`config.mk`:
```
export PLATFORM = sky130hd
export DESIGN_NAME = mux_sel_scanner
export DESIGN_NICKNAME = d
export VERILOG_FILES = /design/src/rtl/mux_sel_scanner_pkg.sv /design/src/rtl/mux_sel_scanner_next_ch_finder.sv /design/src/rtl/mux_sel_scanner.sv
export SDC_FILE = /design/constraint.sdc
export NUM_CORES = 1
export LEC_CHECK = 0
export CAP_MARGIN = 20
export CORE_ASPECT_RATIO = 0.9
export CORE_MARGIN = 2
export CORE_UTILIZATION = 39
export DETAILED_ROUTE_END_ITERATION = 7
export GPL_TIMING_DRIVEN = 0
export PLACE_DENSITY = 0.69
export SLEW_MARGIN = 0
export SYNTH_ARGS = -nofsm -noshare
export SYNTH_HDL_FRONTEND = slang
export SYNTH_HIERARCHICAL = 1
export SYNTH_SLANG_ARGS = --single-unit
```
`constraint.sdc`:
```
create_clock -name clk -period 4.51 [get_ports clk]
set_input_delay 1.1275 -clock clk [delete_from_list [all_inputs] [get_ports clk]]
set_output_delay 1.1275 -clock clk [all_outputs]
set_load 0.02 [all_outputs]
```
`src/rtl/mux_sel_scanner_pkg.sv`:
```
// Shared definitions for the mux_4_to_1 select scanner: channel geometry and FSM state encoding.
package mux_sel_scanner_pkg;

    localparam int unsigned NUM_CH      = 4;
    localparam int unsigned SEL_W       = 2;
    localparam int unsigned DEF_DWELL_W = 4;

    typedef enum logic [1:0] {
        ST_IDLE = 2'd0,
        ST_SCAN = 2'd1,
        ST_DONE = 2'd2
    } state_t;

endpackage

```
`src/rtl/mux_sel_scanner_next_ch_finder.sv`:
```
// Combinational search for the lowest enabled channel strictly above cur.
module next_ch_finder
    import mux_sel_scanner_pkg::*;
(
    input  logic [NUM_CH-1:0] mask,
    input  logic [SEL_W:0]    cur,
    output logic [SEL_W-1:0]  next,
    output logic              found
);

    // cur with its MSB set stands for index -1, so every enabled channel qualifies.
    always_comb begin
        next  = '0;
        found = 1'b0;
        for (int unsigned n = 0; n < NUM_CH; n++) begin
            if (!found && mask[n] &&
                (cur[SEL_W] || (n > 32'(cur[SEL_W-1:0])))) begin
                next  = SEL_W'(n);
                found = 1'b1;
            end
        end
    end

endmodule

```
`src/rtl/mux_sel_scanner.sv`:
```
// Sequencer that walks mux sel across enabled channels, dwells, samples mux y and
// publishes one sweep word per accepted start.
module mux_sel_scanner
    import mux_sel_scanner_pkg::*;
#(
    parameter int unsigned DWELL_W = DEF_DWELL_W
) (
    input  logic               clk,
    input  logic               rst,
    input  logic               start,
    input  logic [DWELL_W-1:0] dwell,
    input  logic [NUM_CH-1:0]  ch_mask,
    output logic [SEL_W-1:0]   sel,
    input  logic               mux_y,
    output logic               busy,
    output logic [NUM_CH-1:0]  sweep,
    output logic               sweep_valid
);

    state_t             state;
    logic [DWELL_W-1:0] cnt;
    logic [DWELL_W-1:0] dwell_q;
    logic [NUM_CH-1:0]  mask_q;
    logic [NUM_CH-1:0]  buffer;

    logic [SEL_W-1:0]   first_ch;
    logic               first_found;
    logic [SEL_W-1:0]   nxt_ch;
    logic               nxt_found;

    next_ch_finder u_first (
        .mask  (ch_mask),
        .cur   ('1),
        .next  (first_ch),
        .found (first_found)
    );

    next_ch_finder u_next (
        .mask  (mask_q),
        .cur   ({1'b0, sel}),
        .next  (nxt_ch),
        .found (nxt_found)
    );

    // The sweep_valid cycle is spent in IDLE with busy still high, so busy gates acceptance.
    always_ff @(posedge clk) begin
        if (rst) begin
            state       <= ST_IDLE;
            sel         <= '0;
            busy        <= 1'b0;
            sweep       <= '0;
            sweep_valid <= 1'b0;
            cnt         <= '0;
            dwell_q     <= '0;
            mask_q      <= '0;
            buffer      <= '0;
        end else begin
            case (state)
                ST_IDLE: begin
                    sweep_valid <= 1'b0;
                    if (start && first_found && !busy) begin
                        mask_q  <= ch_mask;
                        dwell_q <= dwell;
                        cnt     <= dwell;
                        sel     <= first_ch;
                        buffer  <= '0;
                        busy    <= 1'b1;
                        state   <= ST_SCAN;
                    end else begin
                        busy    <= 1'b0;
                    end
                end
                ST_SCAN: begin
                    if (cnt != '0) begin
                        cnt <= cnt - DWELL_W'(1);
                    end else begin
                        buffer[sel] <= mux_y;
                        if (nxt_found) begin
                            sel <= nxt_ch;
                            cnt <= dwell_q;
                        end else begin
                            state <= ST_DONE;
                        end
                    end
                end
                ST_DONE: begin
                    sweep       <= buffer;
                    sweep_valid <= 1'b1;
                    state       <= ST_IDLE;
                end
                default: begin
                    state <= ST_IDLE;
                end
            endcase
        end
    end

endmodule
```
# ---- Word-level counts from Yosys, hierarchy flattened
# Index checks and enable logic that the tools add are counted.
# W data, S select, Z words.
dict set report word_totals {
  regBits 26
}
dict set report classes {
  add_sub_neg 1
  order_cmp 5
  eq_ne 7
  mux 33
  reduce_logical 26
}
# operator count
set ops {}
lappend ops {{$mux W2} 10}
lappend ops {{$mux W4} 5}
lappend ops {{$pmux W4 S2} 2}
lappend ops {{$logic_and A1 B1 Y1} 11}
lappend ops {{$mux W1} 11}
lappend ops {{$reduce_and A3 Y1} 3}
lappend ops {{$ne A2 B2 Y1 const B} 4}
lappend ops {{$pmux W2 S2} 2}
lappend ops {{$logic_not A1 Y1} 6}
lappend ops {{$bwmux W4} 1}
lappend ops {{$gt A2 B2 Y1 const A} 2}
lappend ops {{$reduce_and A4 Y1} 1}
lappend ops {{$reduce_bool A2 Y1} 2}
lappend ops {{$reduce_bool A4 Y1} 1}
lappend ops {{$sub A4 B1 Y4 const B} 1}
lappend ops {{$lt A2 B3 Y1 const B} 1}
lappend ops {{$ne A3 B3 Y1 const B} 1}
lappend ops {{$demux W1 S2} 1}
lappend ops {{$eq A2 B1 Y1 const B} 1}
lappend ops {{$eq A2 B2 Y1 const B} 1}
lappend ops {{$ge A2 B1 Y1 const B} 1}
lappend ops {{$gt A1 B2 Y1 const A} 1}
lappend ops {{$logic_not A2 Y1} 1}
lappend ops {{$pmux W1 S2} 1}
lappend ops {{$reduce_and A2 Y1} 1}

# ---- Longest topological paths before layout
# Gate-level depths: netlist of the first run.
dict set report depth {
  depth_word 14
  depth_mapped 7
  depth_no_buf 7
}

# ---- Hierarchy
# The synthesis of the first run kept the hierarchy.
# mod n_inst cells_per_inst area_per_inst_um2 seq_area_each_um2
set modules_own_cells {}
lappend modules_own_cells {mux_sel_scanner 1 140 1223.7 520.5}
lappend modules_own_cells {next_ch_finder 2 14 87.6 0.0}

# ---- Least setup slack after synthesis of the first run
# OpenSTA, ideal clock, no wires.
dict set report synth_path {
  path_kind {input -> register}
  from {input port ch_mask[2]}
  to {register sel[0]}
  setup_ns 0.071
  arrival_time_ns 2.250
  required_ns 4.439
  slack_ns 2.189
  stages 7
  n_path_buf 0
  path_cell_list {nor2_1 o22a_1 o21ai_0 nor4b_4 a22oi_2 a211o_1 a21oi_1}
}
dict set report synth_between {
  elab_chain_len 9
  word_cells_on_any_way 13
  classes_between {eq/ne (1); mux (6); reduce/logical (6)}
}
# element line_no
set synth_lines {}
lappend synth_lines {{start: declaration} mux_sel_scanner.sv:12} ;# input logic [NUM_CH-1:0] ch_mask,
lappend synth_lines {{$logic_and A1 B1 Y1 *} mux_sel_scanner_next_ch_finder.sv:16} ;# if (!found && mask[n] &&
lappend synth_lines {{$mux W1 *} mux_sel_scanner_next_ch_finder.sv:16}
lappend synth_lines {{$logic_not A1 Y1} mux_sel_scanner_next_ch_finder.sv:16}
lappend synth_lines {{$logic_and A1 B1 Y1} mux_sel_scanner_next_ch_finder.sv:16}
lappend synth_lines {{$mux W1 *} mux_sel_scanner_next_ch_finder.sv:16}
lappend synth_lines {{via first_found} mux_sel_scanner.sv:27} ;# logic first_found;
lappend synth_lines {{$logic_and A1 B1 Y1 * (2 in a row)} mux_sel_scanner.sv:61} ;# if (start && first_found && !busy) begin
lappend synth_lines {{$ne A2 B2 Y1 (no line) *} n/a}
lappend synth_lines {{$reduce_and A4 Y1 (no line) *} n/a}
lappend synth_lines {{end signal: assignment} mux_sel_scanner.sv:65} ;# sel <= first_ch;
lappend synth_lines {{end signal: assignment} mux_sel_scanner.sv:79} ;# sel <= nxt_ch;
lappend synth_lines {{end: declaration} mux_sel_scanner.sv:13} ;# output logic [SEL_W-1:0] sel,
# Mark *: on every way through the listed nets, which the timed path passes. The rest lies on a longest branch. The select of a mux whose other input is x is not followed.
# A chain may end at the register's enable or synchronous reset.

# ---- Worst setup path in the final report of the first run
dict set report layout_path {
  from {input port ch_mask[3]}
  to {register cnt[0]}
}
dict set report layout_between {
  elab_chain_len 6
}
# element line_no
set layout_lines {}
lappend layout_lines {{$logic_and A1 B1 Y1} mux_sel_scanner_next_ch_finder.sv:16}
lappend layout_lines {{$mux W1} mux_sel_scanner_next_ch_finder.sv:16}
lappend layout_lines {{via first_found} mux_sel_scanner.sv:27}
lappend layout_lines {{$logic_and A1 B1 Y1 (2 in a row)} mux_sel_scanner.sv:61}
lappend layout_lines {{$ne A2 B2 Y1 (no line)} n/a}
lappend layout_lines {{$reduce_and A3 Y1 (no line)} n/a}
lappend layout_lines {{end signal: assignment} mux_sel_scanner.sv:64} ;# cnt <= dwell;
lappend layout_lines {{end signal: assignment} mux_sel_scanner.sv:75} ;# cnt <= cnt - DWELL_W'(1);
lappend layout_lines {{end signal: assignment} mux_sel_scanner.sv:80} ;# cnt <= dwell_q;
lappend layout_lines {{end: declaration} mux_sel_scanner.sv:21} ;# logic [DWELL_W-1:0] cnt;
# The timed path passes the listed nets, and every way through them passes these cells.

==> results.md, run 1 <==
- P&R area growth vs syn: 24.9%
- VDD IR max: 0.199 mV
- Initial antenna violation count: 0
- Yosys warnings: 6
- Met1 wire length: 1.48 mm
- Tmin final: 2860 ps
- Metal3 WL: 134 µm
- Commonest non-fill, non-tap cells in the layout: dfxtp_1 (26), a21oi_1 (20), nor2_1 (20)
- Unrepaired setup endpoints after global routing: false
- Sequential-to-total area share from yosys stat: 0.372
- Cts hold-fix bufs: 0
- Post-CTS Setup Inserts: 0
- Fin. max-slew vios: 0
- Overall Global Routing Usage: 0.172
- Die height: 60.8 µm
- Synth Instances: approximately 170
- Slew @ Worst Pin: ~570 ps
- Final worst setup slack: around 1700 ps
- Setup Slack @ Placement: 1350 ps
- Diodes inserted: 0
- WS Path Type: primary input to flop
- Final WL: 2.97 mm
- Hold WS: 467 ps
- Ports: 20
- Die Footprint: 4080 µm²
- Final total power: 0.000672 W
- Leak pwr: 0.667 nW
- Row cnt: 20
- First-pass GRT wire length: 5.22 mm
- Hold Vio Cnt, Final: 0
- Post-synthesis register bit count: 26
- CTS clk-pin slew, worst paths: around 90 ps
- Maxcap violations: 0
- Post-route DRC: 0
- TritonCTS clock tree: built
- Netlist cell types: 43
- Post-synth EDFFs: 0
- Power density over the cells: between 300 and 400 nW/µm²
- Relative slew margins: 0.621
- Status: finished clean
- Hold crit path type: flop to flop
- Worst clock skew: 3.99 ps
- Syn Area/Cell: 8.33 µm²
- Vias: around 1,300
- Post-route ant nets: 0
- Final Cycle Share: 0.633
- Clock Latency Late Sink: between 200 and 300 ps
- Total Neg Setup Slack: 0 ps
- Initial Util: 0.411
- CTS buffer count: 3
- Clock buffer depth: 2
- Maximum clock rate: 350 MHz
- Fin nets: between 200 and 250
- Netlist Area Pre-Place: 1400 µm²
- RePlAce Congestion: 0.839
- Highest metal used: met4
- Commonest non-fill, non-tap cell in the layout: dfxtp_1
- Routed len/inst: 12.1 µm
- H-tree lvl count: 1
- Grt ovf: 0
- Ys async rst share: 0
- Total clock sinks: 26
- Req. time, crit path: 4660 ps
- DR pass1 iterations: 4
- Met2 wire len: 1.30 mm
- Core area: 3400 µm²
- CP endpoint kind: flop
- Starting DRT DRC Count: 49
- Layout cell share with drive strength beyond 1: 0.0746
- Post-cts sizing count: 0
- DR vias/cell: 5.11
- DP Wirelength: 2.24 mm
- Largest fanout on the critical path: 8
- Final Setup Violations: 0
- DIE WIDTH: roughly 67 µm
- Largest net degree at the start of global routing: 16
- Vias in the first global route: 1,125
- PortBufs: 18
- Root Buffer: clkbuf_8
- Synth Flop Type: dfxtp_1
- Setup crit start kind: primary input
- CP Data Arrival Time: 3000 ps
[sequential cells by signal (all words and copies together), names as in the netlist]
name	count
sweep	4
cnt	4
buffer	4
busy	1
sweep_valid	1
dwell_q	4
mask_q	4
state	2
sel	2
[worst max-delay path: stages]
cell and delay [ps]:
clkdlybuf4s50_1 560, nor2_1 60, o22a_1 200, o21ai_0 120, nand2_1 90, o31ai_2 490
and2_1 260, a311oi_1 90
[synth_stat cells (3+ instances only)]
cell / number / area [µm²]
nor2_1: 20 / 75.1
dfxtp_1: 26 / 521
clkbuf_1: 3 / 11.3
nand3_1: 3 / 15.0
nor2b_1: 4 / 25.0
o32ai_1: 4 / 35.0
a21oi_1: 20 / 100
nand2_1: 14 / 52.6
nand2b_1: 6 / 37.5
o21ai_0: 7 / 35.0
nor3_1: 3 / 15.0
inv_1: 7 / 26.3
mux2i_1: 9 / 90.1
a31oi_1: 3 / 18.8
[per-stage QoR]
step	instances	utilization	area [µm²]
after floorplan	179	-	1440
after global placement	241	0.492	1680
after detailed placement	241	0.492	1680
after CTS	245	0.513	1750
after global routing	245	0.513	1750
final	245	0.513	1750
[layout make-up]
cell class	instances	area, µm²
inverter	9	33.8
buffer	6	27.5
timing repair buffer	18	180
sequential	26	520
clock inverter	1	30.0
multi-input combinational	138	858
fill	347	1660
clock buffer	3	41.3
tap	44	55.1
[final timing paths]
path | start | end | slack, ps | depth (start not counted)
setup reg to reg | sel[1] | cnt[0] | 2400 | 7
hold / removal | buffer[2] | buffer[2] | 470 | 2
hold reg to reg | buffer[2] | buffer[2] | 470 | 2
setup / recovery | ch_mask[3] | cnt[0] | 1650 | 8
[per-layer routing]
| metal | track usage | up-vias |
|---|---|---|
| met3 | 0.0408 | 4 |
| met5 | 0 | - |
| met1 | 0.238 | 561 |
| met4 | 0.0700 | 0 |
| met2 | 0.257 | 27 |
| li1 | - | 660 |
[power by group]
group / switching, W / internal (W) / total, W / leakage [nW]
Clock: 0.0000756 / 0.000119 / 0.000194 / 0.0357
Sequential: 0.0000299 / 0.000251 / 0.000280 / 0.212
Combinational: 0.000105 / 0.0000921 / 0.000197 / 0.420
Total: 0.000211 / 0.000461 / 0.000672 / 0.667
[kinds of logic (layout without fill, tap and decap cells)]
logic type	count (synthesis)	in the layout	synth area share
and+or+nand+nor	61	61	0.238
other	2	13	0.00537
AOI/OAI and AO/OA	54	54	0.267
adders and majority gates	1	1	0.00894
muxes	9	9	0.0644
DFF	26	26	0.372
buffers and inverters	15	37	0.0438
No activity file was read; power rests on OpenSTA's default activity.
==> run 2: changes to the inputs <==
==> constraint.sdc (replaced) <==
create_clock -name clk -period 2.7 [get_ports clk]
set_input_delay 0.675 -clock clk [delete_from_list [all_inputs] [get_ports clk]]
set_output_delay 0.675 -clock clk [all_outputs]
set_load 0.02 [all_outputs]
==> results of run 2 <==
Same layout as run 1 (identical final DEF). Status: finished clean.
Among the figures that moved: setup slack after placement 1350 ps -> -8.89 ps; setup slack after layout 1650 ps -> 297 ps; register-to-register setup slack 2400 ps -> 590 ps; total power 0.000672 W -> 0.00112 W; worst IR drop on VDD 0.199 mV -> 0.332 mV
==> run 3: changes to the inputs <==
--- a/config.mk
+++ b/config.mk
@@ -5,13 +5,16 @@
 export SDC_FILE = /design/constraint.sdc
 export NUM_CORES = 1
 export LEC_CHECK = 0
+export ABC_AREA = 1
+export ABC_CLOCK_PERIOD_IN_PS = 2700
 export CAP_MARGIN = 20
 export CORE_ASPECT_RATIO = 0.9
 export CORE_MARGIN = 2
 export CORE_UTILIZATION = 39
 export DETAILED_ROUTE_END_ITERATION = 7
+export DONT_BUFFER_PORTS = 1
 export GPL_TIMING_DRIVEN = 0
-export PLACE_DENSITY = 0.69
+export PLACE_DENSITY = 0.62
 export SLEW_MARGIN = 0
 export SYNTH_ARGS = -nofsm -noshare
 export SYNTH_HDL_FRONTEND = slang
==> run 3 against run 2 <==
  * Total power down 0.55%
  * Clock power hardly changed
  * Die area fell by 1.1%
  * Synthesized cell count increased by 28%
  * Sequential share of layout area is 4.1 points higher
  * Sequential power up 2%
  * Non-clock buffer count down 20
  * Highest routed layer unchanged
==> results.md, run 3 <==
- Status: finished clean
- Synth Flop Type: dfxtp_1
- Total Neg Setup Slack: 0 ps
- Hold_sp: buffer[0]
- H-tree lvl count: 1
- Initial Util: 0.409
- Highest metal used: met4
- Post-cts sizing count: 0
- Synth top area cells: dfxtp_1 (38%), nand2_1 (17%), nor2_1 (11%), o21ai_0 (6.5%), inv_1 (5.2%)
- Post-synth top area cell: dfxtp_1
- Most frequent cell after synthesis: nand2_1
- RePlAce Congestion: 0.749
- Sequential-to-total area share from yosys stat: 0.376
- Crit path from: sel[1]
- Clock Latency Late Sink: ~270 ps
- Top Family by Delay on Critical Path: simple AND/OR/NAND/NOR gates
- CP Cell Sequence: nand3_2 > nand2_1 > nand2_1 > inv_2 > nand3_1 > nor2_1 > nand2_1 > nand3_1 > inv_1 > o21ai_0 > nor2_1
- Syn Area/Cell: 6.43 µm²
- Reg2Reg Capture Point: cnt[2]
- CTS buffer count: 3
- Die height: approximately 60 µm
- Setup crit start kind: flop
- Post-CTS Setup Inserts: 0
- Final non-filler cell total: 270
- Worst clock skew: 8.50 ps
- Metal3 WL: 126 µm
- Most common cell on crit path: nand2_1
- Cts hold-fix bufs: 0
- Largest fanout on the critical path: 8
- Starting DRT DRC Count: 32
- Total clock sinks: 26
- DIE WIDTH: roughly 67 µm
- Slew @ Worst Pin: 563 ps
- Reg2reg start: sel[1]
- Worst Path Buf+Inv: 2
- Post-synth EDFFs: 0
- Vias: 1,235
- Layout cell share with drive strength beyond 1: 0.0973
- Clock buffer depth: 2
- Commonest non-fill, non-tap cells in the layout: nand2_1 (61), nor2_1 (41), dfxtp_1 (26)
- First-pass GRT wire length: 4.78 mm
- Fin. max-slew vios: 0
- Power density over the cells: 727 nW/µm²
- Final Setup Violations: 0
- Largest stage delay on the critical path: roughly 600 ps
- Initial antenna violation count: 0
- CP endpoint kind: flop
- Final Cycle Share: 0.694
- Maxcap violations: 0
- Largest net degree at the start of global routing: 16
- Final WL: 2.88 mm
- Post-route ant nets: 0
- Post-route DRC: 0
- Yosys warnings: 6
- Netlist Area Pre-Place: 1380 µm²
- PortBufs: 0
- DR vias/cell: 4.57
- Hold crit path type: flop to flop
- Maximum clock rate: 534 MHz
- VDD IR max: 0.561 mV
- Row cnt: 20
- WS Path Type: flop to flop
- Ys async rst share: 0
- Overall Global Routing Usage: 0.156
- DP Wirelength: between 2 and 2.5 mm
- Routed len/inst: 10.6 µm
- FF-to-FF path depth: 11
- Unrepaired setup endpoints after global routing: false
- Synth Instances: 215
- Core area: around 3400 µm²
- Vias in the first global route: 1,097
- Inst Count DP: 266
- DR pass1 iterations: 4
- Post-synthesis register bit count: 26
- Root Buffer: clkbuf_8
- Ports: 20
- Netlist cell types: 23
- Slowest CP cell: dfxtp_1
- TritonCTS clock tree: built
- Fin nets: 240
- Commonest non-fill, non-tap cell in the layout: nand2_1
- Leak pwr: around 0.73 nW
- CP Data Arrival Time: 2050 ps
- Grt ovf: 0
- Setup slack, reg-to-reg: roughly 830 ps
- Hold Vio Cnt, Final: 0
- Synth cell count leaders: nand2_1 (61), nor2_1 (41), dfxtp_1 (26)
- Relative slew margins: 0.623
- P&R area growth vs syn: 11.0%
- Diodes inserted: 0
- Hold WS: 468 ps
- Setup Slack @ Placement: 675 ps
- Final worst setup slack: slightly above 800 ps
- Met1 wire length: 1.46 mm
- Req. time, crit path: 2880 ps
- Met2 wire len: between 1 and 1.5 mm
- Top cell type's share of synthesized area: 0.376
- Placed Area: about 1500 µm²
- Tmin final: between 1500 and 2000 ps
- CTS clk-pin slew, worst paths: 100 ps
- Depth of the worst hold-timing path: 2
- Post-route cell area: 1540 µm²
- Sink of the worst hold path: buffer[0]
- Die Footprint: 4040 µm²
-- run 3: area by class of cell --
class	instances	area [µm²]
fill	371	1840
multi-input combinational	167	754
sequential	26	520
inverter	25	96.3
tap	44	55.1
clock buffer	3	41.3
buffer	4	37.5
clock inverter	1	30.0
-- run 3: worst max-delay path by stage --
stage,cells past startpoint,slack (ps),endpoint
6_report,11,830,cnt[2]
3_5_place_dp,11,670,buffer[3]
3_3_place_gp,11,680,buffer[3]
4_1_cts,11,810,cnt[2]
2_1_floorplan,11,900,buffer[3]
5_1_grt,11,590,cnt[2]
-- run 3: cell families after synthesis --
group                    Yosys count  share of synthesized area
AND/OR/NAND/NOR                  125                      0.385
AO/OA/AOI/OAI                     32                      0.128
flip-flops                        26                      0.376
buffers and inverters             29                     0.0968
other                              2                    0.00543
adder cells (fa/ha/maj)            1                    0.00905
-- run 3: per-stage QoR --
step / util / total power (W)
3_5_place_dp: 0.433 / 0.000797
6_report: 0.454 / 0.00112
2_1_floorplan: - / 0.000734
4_1_cts: 0.454 / 0.00113
3_3_place_gp: 0.433 / 0.000795
5_1_grt: 0.454 / 0.00119
-- run 3: layer usage --
layer	global-route usage	vias up
li1	-	693
met1	0.215	524
met2	0.246	16
met3	0.0445	2
met4	0.0350	0
met5	0	-
-- run 3: tightest hold or removal path: stages, from the launching register on --
cell and delay [ps]:
dfxtp_1 330, nand2_1 60, a21oi_1 50
-- run 3: where the power goes --
part | internal (W) | switching [W] | total [W]
registers | 0.000428 | 0.0000482 | 0.000476
logic | 0.000109 | 0.000203 | 0.000312
clock network | 0.000198 | 0.000130 | 0.000328
total | 0.000735 | 0.000381 | 0.00112
